<file path="config.mk">
export PLATFORM = sky130hd
export DESIGN_NAME = i2c_reg_bridge
export DESIGN_NICKNAME = d
export VERILOG_FILES = /design/src/rtl/i2c_reg_bridge_pkg.sv /design/src/rtl/i2c_reg_file.sv /design/src/rtl/i2c_reg_bridge.sv
export SDC_FILE = /design/constraint.sdc
export NUM_CORES = 1
export LEC_CHECK = 0
export CAP_MARGIN = 20
export CELL_PAD_IN_SITES_DETAIL_PLACEMENT = 0
export CELL_PAD_IN_SITES_GLOBAL_PLACEMENT = 2
export CORE_ASPECT_RATIO = 1.1
export CORE_UTILIZATION = 30
export DETAILED_ROUTE_END_ITERATION = 10
export GPL_TIMING_DRIVEN = 1
export PLACE_DENSITY_LB_ADDON = 0.3
export RECOVER_POWER = 50
export SYNTH_ARGS = -nofsm -noshare
export SYNTH_HDL_FRONTEND = slang
export SYNTH_SLANG_ARGS = --single-unit
</file>
<file path="constraint.sdc">
create_clock -name clk -period 2.4 [get_ports clk]
set_input_delay 0.36 -clock clk [delete_from_list [all_inputs] [get_ports clk]]
set_output_delay 0.36 -clock clk [all_outputs]
set_load 0.02 [all_outputs]
</file>
<file path="src/rtl/i2c_reg_bridge_pkg.sv">
// Shared types and constants for the I2C register bridge: FSM encodings,
// special addresses and the range check used by both read and write paths.
package i2c_reg_bridge_pkg;

  typedef enum logic {
    ST_ADDR = 1'b0,
    ST_DATA = 1'b1
  } state_e;

  localparam logic [7:0] ADDR_ID      = 8'h00;
  localparam logic [7:0] RD_OOR_VALUE = 8'hFF;

  // True when the pointer selects a real R/W register (1..num_regs).
  function automatic logic addr_in_range(input logic [7:0] addr, input logic [7:0] num_regs);
    return (addr != ADDR_ID) && (addr <= num_regs);
  endfunction

endpackage

</file>
<file path="src/rtl/i2c_reg_file.sv">
// NUM_REGS x 8-bit register bank, addresses 1..NUM_REGS, one write port,
// one combinational read port (unmapped addresses read 0) and a flattened view.
module i2c_reg_file #(
  parameter int NUM_REGS = 8
) (
  input  logic                  clk,
  input  logic                  rst,
  input  logic                  we_i,
  input  logic [7:0]            waddr_i,
  input  logic [7:0]            wdata_i,
  input  logic [7:0]            raddr_i,
  output logic [7:0]            rdata_o,
  output logic [NUM_REGS*8-1:0] regs_o
);

  logic [NUM_REGS*8-1:0] regs_q;

  // Register storage with single write port.
  always_ff @(posedge clk) begin
    if (rst) begin
      regs_q <= '0;
    end else if (we_i) begin
      for (int k = 1; k <= NUM_REGS; k++) begin
        if (waddr_i == 8'(k)) begin
          regs_q[8*k-1 -: 8] <= wdata_i;
        end
      end
    end
  end

  // Combinational read mux.
  always_comb begin
    rdata_o = 8'h00;
    for (int k = 1; k <= NUM_REGS; k++) begin
      if (raddr_i == 8'(k)) begin
        rdata_o = regs_q[8*k-1 -: 8];
      end else begin
        rdata_o = rdata_o;
      end
    end
  end

  assign regs_o = regs_q;

endmodule

</file>
<file path="src/rtl/i2c_reg_bridge.sv">
// Turns the I2C target byte stream into a byte-addressed register bank with an
// auto-incrementing pointer; first byte after START sets the pointer.
module i2c_reg_bridge
  import i2c_reg_bridge_pkg::*;
#(
  parameter int         NUM_REGS = 8,
  parameter logic [7:0] ID_VALUE = 8'h66
) (
  input  logic                  clk,
  input  logic                  rst,
  input  logic                  start_i,
  input  logic [7:0]            rx_data_i,
  input  logic                  rx_valid_i,
  input  logic                  tx_req_i,
  output logic [7:0]            tx_data_o,
  output logic                  tx_valid_o,
  output logic [NUM_REGS*8-1:0] regs_o,
  output logic                  wr_stb_o,
  output logic [7:0]            wr_addr_o,
  output logic                  err_o
);

  localparam logic [7:0] NUM_REGS_B = 8'(NUM_REGS);

  state_e     state_q, state_d;
  logic [7:0] ptr_q, ptr_d;
  logic [7:0] tx_data_q, tx_data_d;
  logic       tx_valid_q, tx_valid_d;
  logic       wr_stb_q, wr_stb_d;
  logic [7:0] wr_addr_q, wr_addr_d;
  logic       err_q, err_d;
  logic       we_s;
  logic [7:0] rdata_s;
  logic       ptr_ok_s;

  assign ptr_ok_s = addr_in_range(ptr_q, NUM_REGS_B);

  i2c_reg_file #(.NUM_REGS(NUM_REGS)) u_reg_file (
    .clk     (clk),
    .rst     (rst),
    .we_i    (we_s),
    .waddr_i (ptr_q),
    .wdata_i (rx_data_i),
    .raddr_i (ptr_q),
    .rdata_o (rdata_s),
    .regs_o  (regs_o)
  );

  // State, pointer and output registers.
  always_ff @(posedge clk) begin
    if (rst) begin
      state_q    <= ST_ADDR;
      ptr_q      <= 8'h00;
      tx_data_q  <= 8'h00;
      tx_valid_q <= 1'b0;
      wr_stb_q   <= 1'b0;
      wr_addr_q  <= 8'h00;
      err_q      <= 1'b0;
    end else begin
      state_q    <= state_d;
      ptr_q      <= ptr_d;
      tx_data_q  <= tx_data_d;
      tx_valid_q <= tx_valid_d;
      wr_stb_q   <= wr_stb_d;
      wr_addr_q  <= wr_addr_d;
      err_q      <= err_d;
    end
  end

  // Event decode: start beats rx, rx beats tx; a dropped event flags an error.
  always_comb begin
    state_d    = state_q;
    ptr_d      = ptr_q;
    tx_data_d  = tx_data_q;
    tx_valid_d = 1'b0;
    wr_stb_d   = 1'b0;
    wr_addr_d  = wr_addr_q;
    err_d      = err_q;
    we_s       = 1'b0;
    if (start_i) begin
      state_d = ST_ADDR;
      err_d   = rx_valid_i | tx_req_i;
    end else if (rx_valid_i) begin
      if (tx_req_i) begin
        err_d = 1'b1;
      end else begin
        err_d = err_d;
      end
      case (state_q)
        ST_ADDR: begin
          ptr_d   = rx_data_i;
          state_d = ST_DATA;
        end
        ST_DATA: begin
          ptr_d = ptr_q + 8'h01;
          if (ptr_ok_s) begin
            we_s      = 1'b1;
            wr_stb_d  = 1'b1;
            wr_addr_d = ptr_q;
          end else begin
            err_d = 1'b1;
          end
        end
        default: begin
          state_d = ST_ADDR;
        end
      endcase
    end else if (tx_req_i) begin
      tx_valid_d = 1'b1;
      ptr_d      = ptr_q + 8'h01;
      if (ptr_q == ADDR_ID) begin
        tx_data_d = ID_VALUE;
      end else if (ptr_ok_s) begin
        tx_data_d = rdata_s;
      end else begin
        tx_data_d = RD_OOR_VALUE;
        err_d     = 1'b1;
      end
    end else begin
      state_d = state_q;
    end
  end

  assign tx_data_o  = tx_data_q;
  assign tx_valid_o = tx_valid_q;
  assign wr_stb_o   = wr_stb_q;
  assign wr_addr_o  = wr_addr_q;
  assign err_o      = err_q;

endmodule

</file>
==> After elaboration in Yosys (flattened, before gate mapping) <==
Index checks and enable logic that the tools add are counted.
Widths: inputs -> output; s select.
{ "word_totals": {"reg_bits": 92, "out_inout_bits": 83} }
{ "classes": {"add_sub_neg": 1, "magnitude_cmp": 1, "eq_ne": 10, "n_mux": 26, "bitwise_logic": 4, "reduce_logical": 19} }
{ "ops": {"columns": ["cell", "count"], "rows": [
  ["$mux 8", 12],
  ["$eq 8x3->1 const B", 4],
  ["$reduce_and 2->1", 9],
  ["$eq 8x2->1 const B", 2],
  ["$pmux 8 s2", 1],
  ["$mux 1", 13],
  ["$add 8x1->8 const B", 1],
  ["$eq 8x1->1 const B", 1],
  ["$eq 8x4->1 const B", 1],
  ["$le 8x4->1 const B", 1],
  ["$logic_not 8->1", 1],
  ["$reduce_bool 8->1", 1],
  ["$ne 3x3->1 const B", 2],
  ["$reduce_and 3->1", 2],
  ["$reduce_and 4->1", 1],
  ["$not 1->1", 3],
  ["$reduce_bool 3->1", 1],
  ["$reduce_or 3->1", 1],
  ["$reduce_bool 2->1", 1],
  ["$reduce_or 2->1", 1],
  ["$logic_and 1x1->1", 1],
  ["$or 1x1->1", 1]
]} }

==> Depth between registers and ports, before layout <==
Gate-level depths: netlist of the first run.
{ "depth": {"depth_word": 11, "depth_mapped": 8, "ltp_nobuf": 6} }

==> Hierarchy <==
A second synthesis of the first run with hierarchy kept.
{ "unflattened": {"hier_cells": 474, "area_unflattened_um2": 4386.7} }
{ "by_module_without_submodules": {"columns": ["mod", "instances", "cells_per_inst", "area_each_um2"], "rows": [
  ["i2c_reg_file", 1, 318, 3030.4],
  ["i2c_reg_bridge", 1, 156, 1356.3]
]} }

==> Worst setup path after synthesis of the first run <==
Ideal clock, no wire load.
{ "synth_path": {"path_type": "flip-flop to flip-flop", "startpoint": "register ptr_q[0]", "endpoint": "register u_reg_file.regs_q[16] (netlist: u_reg_file.regs_o[16])", "setup_time_ns": 0.128, "arrival_time_ns": 2.026, "required_ns": 2.272, "slack_ns": 0.247, "stages_incl_launch_ff": 8, "synth_period_minus_slack_ns": 2.153, "cell_sequence": "dfxtp_1 > inv_1 > ha_1 > clkbuf_1 > or3b_2 > nor4_4 > mux2i_1 > nor2_1"} }
{ "synth_via": {"elab_chain_len": 7, "elab_cells_between_ends": 9, "cone_classes": "order compare: 1; eq/ne: 1; mux: 4; reduce/logical: 3"} }
{ "synth_rtl": {"columns": ["item", "line", "text"], "rows": [
  ["from (decl)", "i2c_reg_bridge.sv:26", "logic [7:0] ptr_q, ptr_d;"],
  ["from (signal assigned)", "i2c_reg_bridge.sv:61", "ptr_q <= ptr_d;"],
  ["$le 8x4->1 / $reduce_bool 8->1 (equally long branches)", "i2c_reg_bridge_pkg.sv:15", "return (addr != ADDR_ID) && (addr <= num_regs);"],
  ["$logic_and 1x1->1", "i2c_reg_bridge_pkg.sv:15", null],
  ["$mux 1", "i2c_reg_bridge.sv:96", "if (ptr_ok_s) begin"],
  ["$mux 1", "i2c_reg_bridge.sv:89", "case (state_q)"],
  ["$mux 1 (2 in series)", null, null],
  ["$reduce_and 2->1 (no line) *", null, null],
  ["to (signal, indexed assignment)", "i2c_reg_file.sv:25", "regs_q[8*k-1 -: 8] <= wdata_i;"],
  ["to (decl)", "i2c_reg_file.sv:16", "logic [NUM_REGS*8-1:0] regs_q;"]
]} }
Mark *: on every way between the ends. The rest lies on a longest branch, timed or not.
A chain may end at the register's enable or synchronous reset.

==> Worst setup path after layout of the first run <==
{ "layout_path": {"startpoint": "register ptr_q[4]", "endpoint": "register u_reg_file.regs_q[43] (netlist: u_reg_file.regs_o[43])"} }
The elaborated chain is that of the path after synthesis.

==> metrics.sh, run 1 <==
DESIGN.DIE.AREA_UM2=15200
GRT_SETUP_UNREPAIRED='no'
FINAL_COMMON_CELL='dfxtp_1'
POST_SYNTH_INSTANCE_AREA_UM2=4410
MAPPEDNETLISTNETS=520
FINALWIRELENGTH_UM=14000
STARTPOINT_CLASS='register'
SYNTH-SEQ-CELLS=92
ASYNCSETRESETFLOPFRACSYNTH_PCT=0
POST-ROUTE-DRC-COUNT=0
FINAL_DESIGN_AREA_NO_FILL_UM2=5900
FINALCLOCKSKEW_PS=6.96
CLOCK_TREE.ROOT_CELL='clkbuf_16'
HPWLAFTERDP_UM=9860
LAYOUT.NETS=609
CPMAXSTAGEDELAYCELL='or4_4'
DESIGN.PORTCOUNT=96
ROUTED_WIRE_LENGTH_PER_INSTANCE_UM=17.8
MOST_INSTANTIATED_FLIP_FLOP_CELL_IN_THE_SYNTHESIS_NETLIST='dfxtp_1'
FINALCRITPERIODSHARE_PCT=91.1
LAYOUT_COMMON_CELLS='92 x dfxtp_1, 84 x dlygate4sd3_1, 83 x nor2_1'
FINAL_HOLD_VIOL_COUNT=0
DR_TOTAL_VIAS=4002
TOTAL_POWER_mW=3.28
WORST_SETUP_PATH_END_KIND='register'
WORSTPATHCELLLIST='or4_4 > or4_1 > buf_4 > mux2i_1 > nor2_1'
WORST_ENDPOINT_DATA_ARRIVAL_TIME_PS=2380
TIGHTEST_SLEW_PS=899
SYN_INST=503
MAX_CLOCK_FREQ_MHz=457
TIMING_MAX_TRANSITION_VIOLATIONS_FINAL=0
POWER_DENSITY_nW_PER_UM2=556
CTS.HTREE.LEVELS=3
NUMBER_OF_SYNTHESIZED_FLOPS_WITH_AN_ENABLE_PIN=0
TIMING.SETUP.TNS_PS=0
TRITONCTS='yes'
AVERAGE_CELL_AREA_AFTER_SYNTHESIS_UM2=8.76
PORT_BUFFERS=95
HOLDWS_PS=316
MIN-DELAY-PATH-CLASS='in -> reg'
REQUIRED_TIME_AT_THE_ENDPOINT_OF_THE_CRITICAL_PATH_PS=2590
GRT_PASS1_VIAS=3808
PLACED_CELLS=773
YS.WARNINGS.COUNT=0
TIMING.MAX_CAP.VIOLATIONS=0
DETAILEDROUTE.FIRSTITERATIONVIOLATIONS=233
POWER_LEAKAGE_nW=2.48
DRTANTENNAVIOLNETS=0
NUMCLOCKSINKS=92
GLOBAL_ROUTE.USAGE.TOTAL_PCT=18.6
AVGVIACOUNTPERCELL=5.07
CTS_REPAIR_RESIZE_COUNT=0
NUMBER_OF_BUFFERS_ADDED_BY_THE_CLOCK_TREE_SYNTHESIS_STEP=9
SETUP-VIOLATIONS-FINAL=0
PLACEMENT.CELL_AREA_UM2=5640
DIE_HEIGHT_UM=129
GRT.OVERFLOW.TOTAL=0
FINAL.FILL_COUNT=1466
STDCELL_COUNT=789
GP_CONGESTION=0.814
INITIAL_STANDARD_CELL_UTILIZATION_OF_THE_CORE_PCT=30.6
FLOORPLAN.DIE.WIDTH_UM=118
WIRE_LENGTH_OF_THE_FIRST_GLOBAL_ROUTING_PASS_UM=21700
CLOCK_LATENCY_PS=350
DR.PASS1.ITERS=5
CTS_SETUP_BUFFERS=0
CRITICAL_PATH.MAX_STAGE_DELAY_PS=680
CORE_UM2=14400
GRT_START_MAX_NET_PINS=85
CRITPATHKIND='reg -> reg'
HOLD_BUFFERS=0
FINALWORSTPATHREQUIREDPERIOD_PS=2190
GRT_ANTENNA_BEFORE_REPAIR=0
SYN2LAYOUT_AREA_GROWTH_PCT=33.9
SYNTH_SEQUENTIAL_AREA_RATIO_PCT=41.8
MAX_CLOCK_BUF_DEPTH=2
SLEW-LIMIT-HEADROOM_PCT=40.1
PATH_CLK_SLEW_PS=60
RUN_STATUS='completed'
LAYOUT-DRIVE-GT1-SHARE_PCT=9.05
SYNTH.DISTINCT_CELLS=54
POWER.IR.VDD_WORST_uV=300
ANTENNA_CELLS_INSERTED=0
NUM_ROWS=46
CRITICAL_PATH_PEAK_FANOUT=10
## worst paths after layout
check             depth (start not counted)         start                     to  slack [ps]
setup reg to reg                          5      ptr_q[4]  u_reg_file.regs_o[43]         210
hold / removal                            3           rst                  err_o         320
hold reg to reg                           1  wr_addr_o[7]           wr_addr_o[7]         460
setup / recovery                          5      ptr_q[4]  u_reg_file.regs_o[43]         210
## synth_stat cells (2+ instances only)
| cell | instances | area [um2] |
|---|---|---|
| a211oi_1 | 7 | 52.6 |
| a21oi_1 | 26 | 130 |
| a22o_1 | 3 | 26.3 |
| a22oi_1 | 4 | 30.0 |
| a31oi_1 | 2 | 12.5 |
| a32oi_1 | 4 | 35.0 |
| a41o_1 | 3 | 30.0 |
| and2_1 | 4 | 25.0 |
| and3b_1 | 4 | 35.0 |
| buf_1 | 2 | 7.51 |
| buf_2 | 2 | 10.0 |
| clkbuf_1 | 39 | 146 |
| dfxtp_1 | 92 | 1840 |
| ha_1 | 4 | 50.1 |
| inv_1 | 4 | 15.0 |
| mux2i_1 | 67 | 671 |
| nand2_1 | 38 | 143 |
| nand2b_1 | 2 | 12.5 |
| nand3_1 | 9 | 45.0 |
| nand3b_1 | 7 | 52.6 |
| nand4_1 | 7 | 43.8 |
| nor2_1 | 83 | 312 |
| nor2b_1 | 9 | 56.3 |
| nor3_1 | 6 | 30.0 |
| nor3b_1 | 12 | 90.1 |
| nor4_4 | 3 | 63.8 |
| o211ai_1 | 7 | 52.6 |
| o21ai_0 | 16 | 80.1 |
| o22ai_1 | 2 | 12.5 |
| o311ai_0 | 4 | 35.0 |
| or2_2 | 5 | 31.3 |
| or4_1 | 2 | 15.0 |
| or4b_2 | 2 | 20.0 |
| xnor2_1 | 2 | 17.5 |
## through the flow
stage               util, %  setup WS, ps
floorplan                 -           247
global placement       39.2           247
detailed placement     39.2           190
CTS                    41.1           214
global route           41.0          40.2
finish                 41.0           214
## flip-flops by register name, summed over array words and instances (netlist names)
| signal | flops |
|---|---|
| wr_addr_o | 8 |
| tx_valid_o | 1 |
| wr_stb_o | 1 |
| ptr_q | 8 |
| tx_data_o | 8 |
| state_q | 1 |
| u_reg_file.regs_o | 64 |
| err_o | 1 |
## area by class of cell
type                            count  area, um2  share of cell area, %
Multi-Input combinational cell    362       2370                   40.2
Tap cell                          192        240                   4.07
Timing Repair Buffer              122       1170                   19.8
Inverter                            5       18.8                  0.318
Clock inverter                      2       10.0                  0.170
Clock buffer                       14        254                   4.30
Sequential cell                    92       1840                   31.2
## worst max-delay path, delay by kind of cell, from the launching register on
kind,cells,cell delay [ps]
and+or+nand+nor,3,1280
DFF,1,360
buffers and inverters,1,210
muxes,1,160
## cell families after synthesis
group	count (synthesis)	share of synthesized area, %
AND/OR/NAND/NOR	201	23.8
flip-flops	92	41.8
AO/OA/AOI/OAI	88	13.2
multiplexers	67	15.2
buffers and inverters	49	4.40
adder cells (fa/ha/maj)	4	1.14
XOR/XNOR	2	0.398
## per-layer routing
metal | track usage, % | wire, um
met1 | 24.6 | 6580
met2 | 30.8 | 6730
met3 | 3.04 | 508
met4 | 6.94 | 199
met5 | 0 | 0
## report_power, final
| part | switching (mW) | internal, mW | total [mW] |
|---|---|---|---|
| combinational | 0.250 | 0.144 | 0.394 |
| sequential | 0.0253 | 1.55 | 1.57 |
| clock | 0.584 | 0.729 | 1.31 |
Power figures use the tool's default switching activity.
==> run 2, diff against run 1 <==
- GPL_TIMING_DRIVEN: 1 -> default
==> results of run 2 <==
Same layout as run 1: the final DEF is identical, and so are final timing and power.
==> run 3, diff against run 2 <==
- CORE_UTILIZATION: 30 -> 32
- clock period: 2.4 -> 2.8 ns (I/O delays scaled with it)
==> run 3 against run 2 <==
Die area decreased by 6.2%; sequential share of layout area about the same; critical path depth increased by 1; sequential cell count unchanged; count of clock-buffer cells in the layout decreased by 4; core utilization increased by 3.2 points; cell area decreased by 0.13%; first-iteration DRC count increased by 7.7%; maximum frequency decreased by 9.1%; clock skew about the same.
==> metrics.sh, run 3 (synthesis results as in run 1) <==
RUN_STATUS='completed'
SETUP.WORST_PATH.START='ptr_q[0]'
SYN2LAYOUT_AREA_GROWTH_PCT=33.8
CRITPATHKIND='reg -> reg'
MIN-DELAY-PATH-CLASS='reg -> reg'
LAYOUT-DRIVE-GT1-SHARE_PCT=9.11
POST-ROUTE-DRC-COUNT=0
FLIP_FLOP_COUNT_OF_THE_LARGEST_REGISTER_ALL_COPIES_AND_WORDS_ADDED=64
ANTENNA_CELLS_INSERTED=0
TIGHTEST_SLEW_PS=697
LAYOUT_COMMON_CELLS='92 x dfxtp_1, 84 x dlygate4sd3_1, 83 x nor2_1'
PORT_BUFFERS=95
FINAL.FILL_COUNT=1361
TIMING.SETUP.TNS_PS=0
FINALWIRELENGTH_UM=14100
MAX_CLOCK_BUF_DEPTH=2
CTS_SETUP_BUFFERS=0
FINAL_CORE_UTIL_PCT=44.2
FINAL_HOLD_VIOL_COUNT=0
POWER.IR.VDD_WORST_uV=224
GRT.OVERFLOW.TOTAL=0
WIRE_LENGTH_OF_THE_FIRST_GLOBAL_ROUTING_PASS_UM=22000
DETAILEDROUTE.FIRSTITERATIONVIOLATIONS=251
STDCELL_COUNT=777
POWER_LEAKAGE_nW=2.48
CTS.HTREE.LEVELS=3
HPWLAFTERDP_UM=10100
DR.PASS1.ITERS=5
CRITICAL_PATH_PEAK_FANOUT=13
GLOBAL_ROUTE.USAGE.TOTAL_PCT=20.4
CLOCK_TREE.ROOT_CELL='clkbuf_16'
FAMILY_WITH_THE_MOST_DELAY_ON_THE_WORST_PATH='simple AND/OR/NAND/NOR gates'
LAYOUT.NETS=605
GRT_SETUP_UNREPAIRED='no'
POWER_DENSITY_nW_PER_UM2=505
DESIGN.PORTCOUNT=96
GRT_PASS1_VIAS=3826
DESIGN.DIE.AREA_UM2=14200
CLOCK_LATENCY_PS=340
CTS_REPAIR_RESIZE_COUNT=0
TRITONCTS='yes'
FLOORPLAN.DIE.WIDTH_UM=114
GRT_START_MAX_NET_PINS=50
CORE_UM2=13300
SLEW-LIMIT-HEADROOM_PCT=53.4
WORST_SETUP_PATH_END_KIND='register'
TIMING.MAX_CAP.VIOLATIONS=0
PATH_CLK_SLEW_PS=60
DIE_HEIGHT_UM=125
NUM_ROWS=44
INITIAL_STANDARD_CELL_UTILIZATION_OF_THE_CORE_PCT=33.1
GRT_ANTENNA_BEFORE_REPAIR=0
WORSTPATHBUFFERINVERTERCOUNT=1
FINAL_COMMON_CELL='dfxtp_1'
DR_TOTAL_VIAS=4024
TIMING_MAX_TRANSITION_VIOLATIONS_FINAL=0
DRTANTENNAVIOLNETS=0
GP_CONGESTION=0.802
MAX_CLOCK_FREQ_MHz=416
WORST_ENDPOINT_DATA_ARRIVAL_TIME_PS=2690
WORSTPATHCELLLIST='inv_1 > ha_1 > nor2b_1 > or2_2 > nor3_1 > a41o_1'
HOLD_PATH.STARTPOINT='wr_addr_o[7]'
FINALWORSTPATHREQUIREDPERIOD_PS=2410
CRITICAL_PATH.MAX_STAGE_DELAY_PS=470
NUMBER_OF_BUFFERS_ADDED_BY_THE_CLOCK_TREE_SYNTHESIS_STEP=9
REQUIRED_TIME_AT_THE_ENDPOINT_OF_THE_CRITICAL_PATH_PS=3090
CPMAXSTAGEDELAYCELL='dfxtp_1'
SETUP-VIOLATIONS-FINAL=0
TIMING.RR.START='ptr_q[0]'
ROUTED_WIRE_LENGTH_PER_INSTANCE_UM=18.2
FINALCLOCKSKEW_PS=7.10
STARTPOINT_CLASS='register'
NUMCLOCKSINKS=92
PLACED_CELLS=761
FINALCRITPERIODSHARE_PCT=85.9
HOLD_BUFFERS=0
AVGVIACOUNTPERCELL=5.18
[run 3: cell count changes in the layout (fill, tap and decap cells not counted), sizes merged]
cell and change:
clkbuf -5, bufinv +2, clkinvlp +2, buf -3
[run 3: power by group]
part	total [mW]	switching, mW	internal [mW]	leakage, nW
Combinational	0.330	0.214	0.116	1.59
Clock	1.30	0.518	0.782	0.149
Sequential	1.35	0.0231	1.33	0.743
Total	2.98	0.755	2.22	2.48
[run 3: metrics by stage]
step / cell area, um2 / setup slack (ps) / hold WS [ps] / power [mW]
2_1_floorplan: 4410 / 647 / 502 / 1.59
3_3_place_gp: 5580 / 234 / 445 / 1.71
3_5_place_dp: 5580 / 213 / 458 / 1.71
4_1_cts: 5900 / 409 / 462 / 3.01
5_1_grt: 5890 / 257 / 481 / 3.09
6_report: 5890 / 395 / 467 / 2.98
[run 3: path summary, 6_finish.rpt]
| check | end | slack (ps) | depth (start not counted) |
|---|---|---|---|
| min | wr_addr_o[7] | 470 | 1 |
| max reg2reg | tx_data_o[7] | 390 | 6 |
| min reg2reg | wr_addr_o[7] | 470 | 1 |
| max | tx_data_o[7] | 390 | 6 |
[run 3: layout make-up]
| cell class | instances | area, um2 | share of cell area [%] |
|---|---|---|---|
| multi-input cells | 362 | 2370 | 40.2 |
| flip-flops and latches | 92 | 1840 | 31.3 |
| repair buffers | 118 | 1110 | 18.9 |
| well taps | 184 | 230 | 3.91 |
| clock buffers | 10 | 229 | 3.89 |
| clock inverters | 6 | 88.8 | 1.51 |
| inverters | 5 | 18.8 | 0.318 |
[run 3: worst reg2reg max path: stages (launching register included)]
cell     delay (ps)
dfxtp_1         470
inv_1           120
ha_1            380
nor2b_1         300
or2_2           390
nor3_1          450
a41o_1          240
[run 3: routing by layer]
layer / vias to the layer above / track usage (%) / part of all wire, %
li1: 1951 / - / -
met1: 1957 / 27.5 / 46
met2: 101 / 33.1 / 48
met3: 15 / 2.91 / 4.0
met4: 0 / 7.10 / 1.7
met5: - / 0 / 0
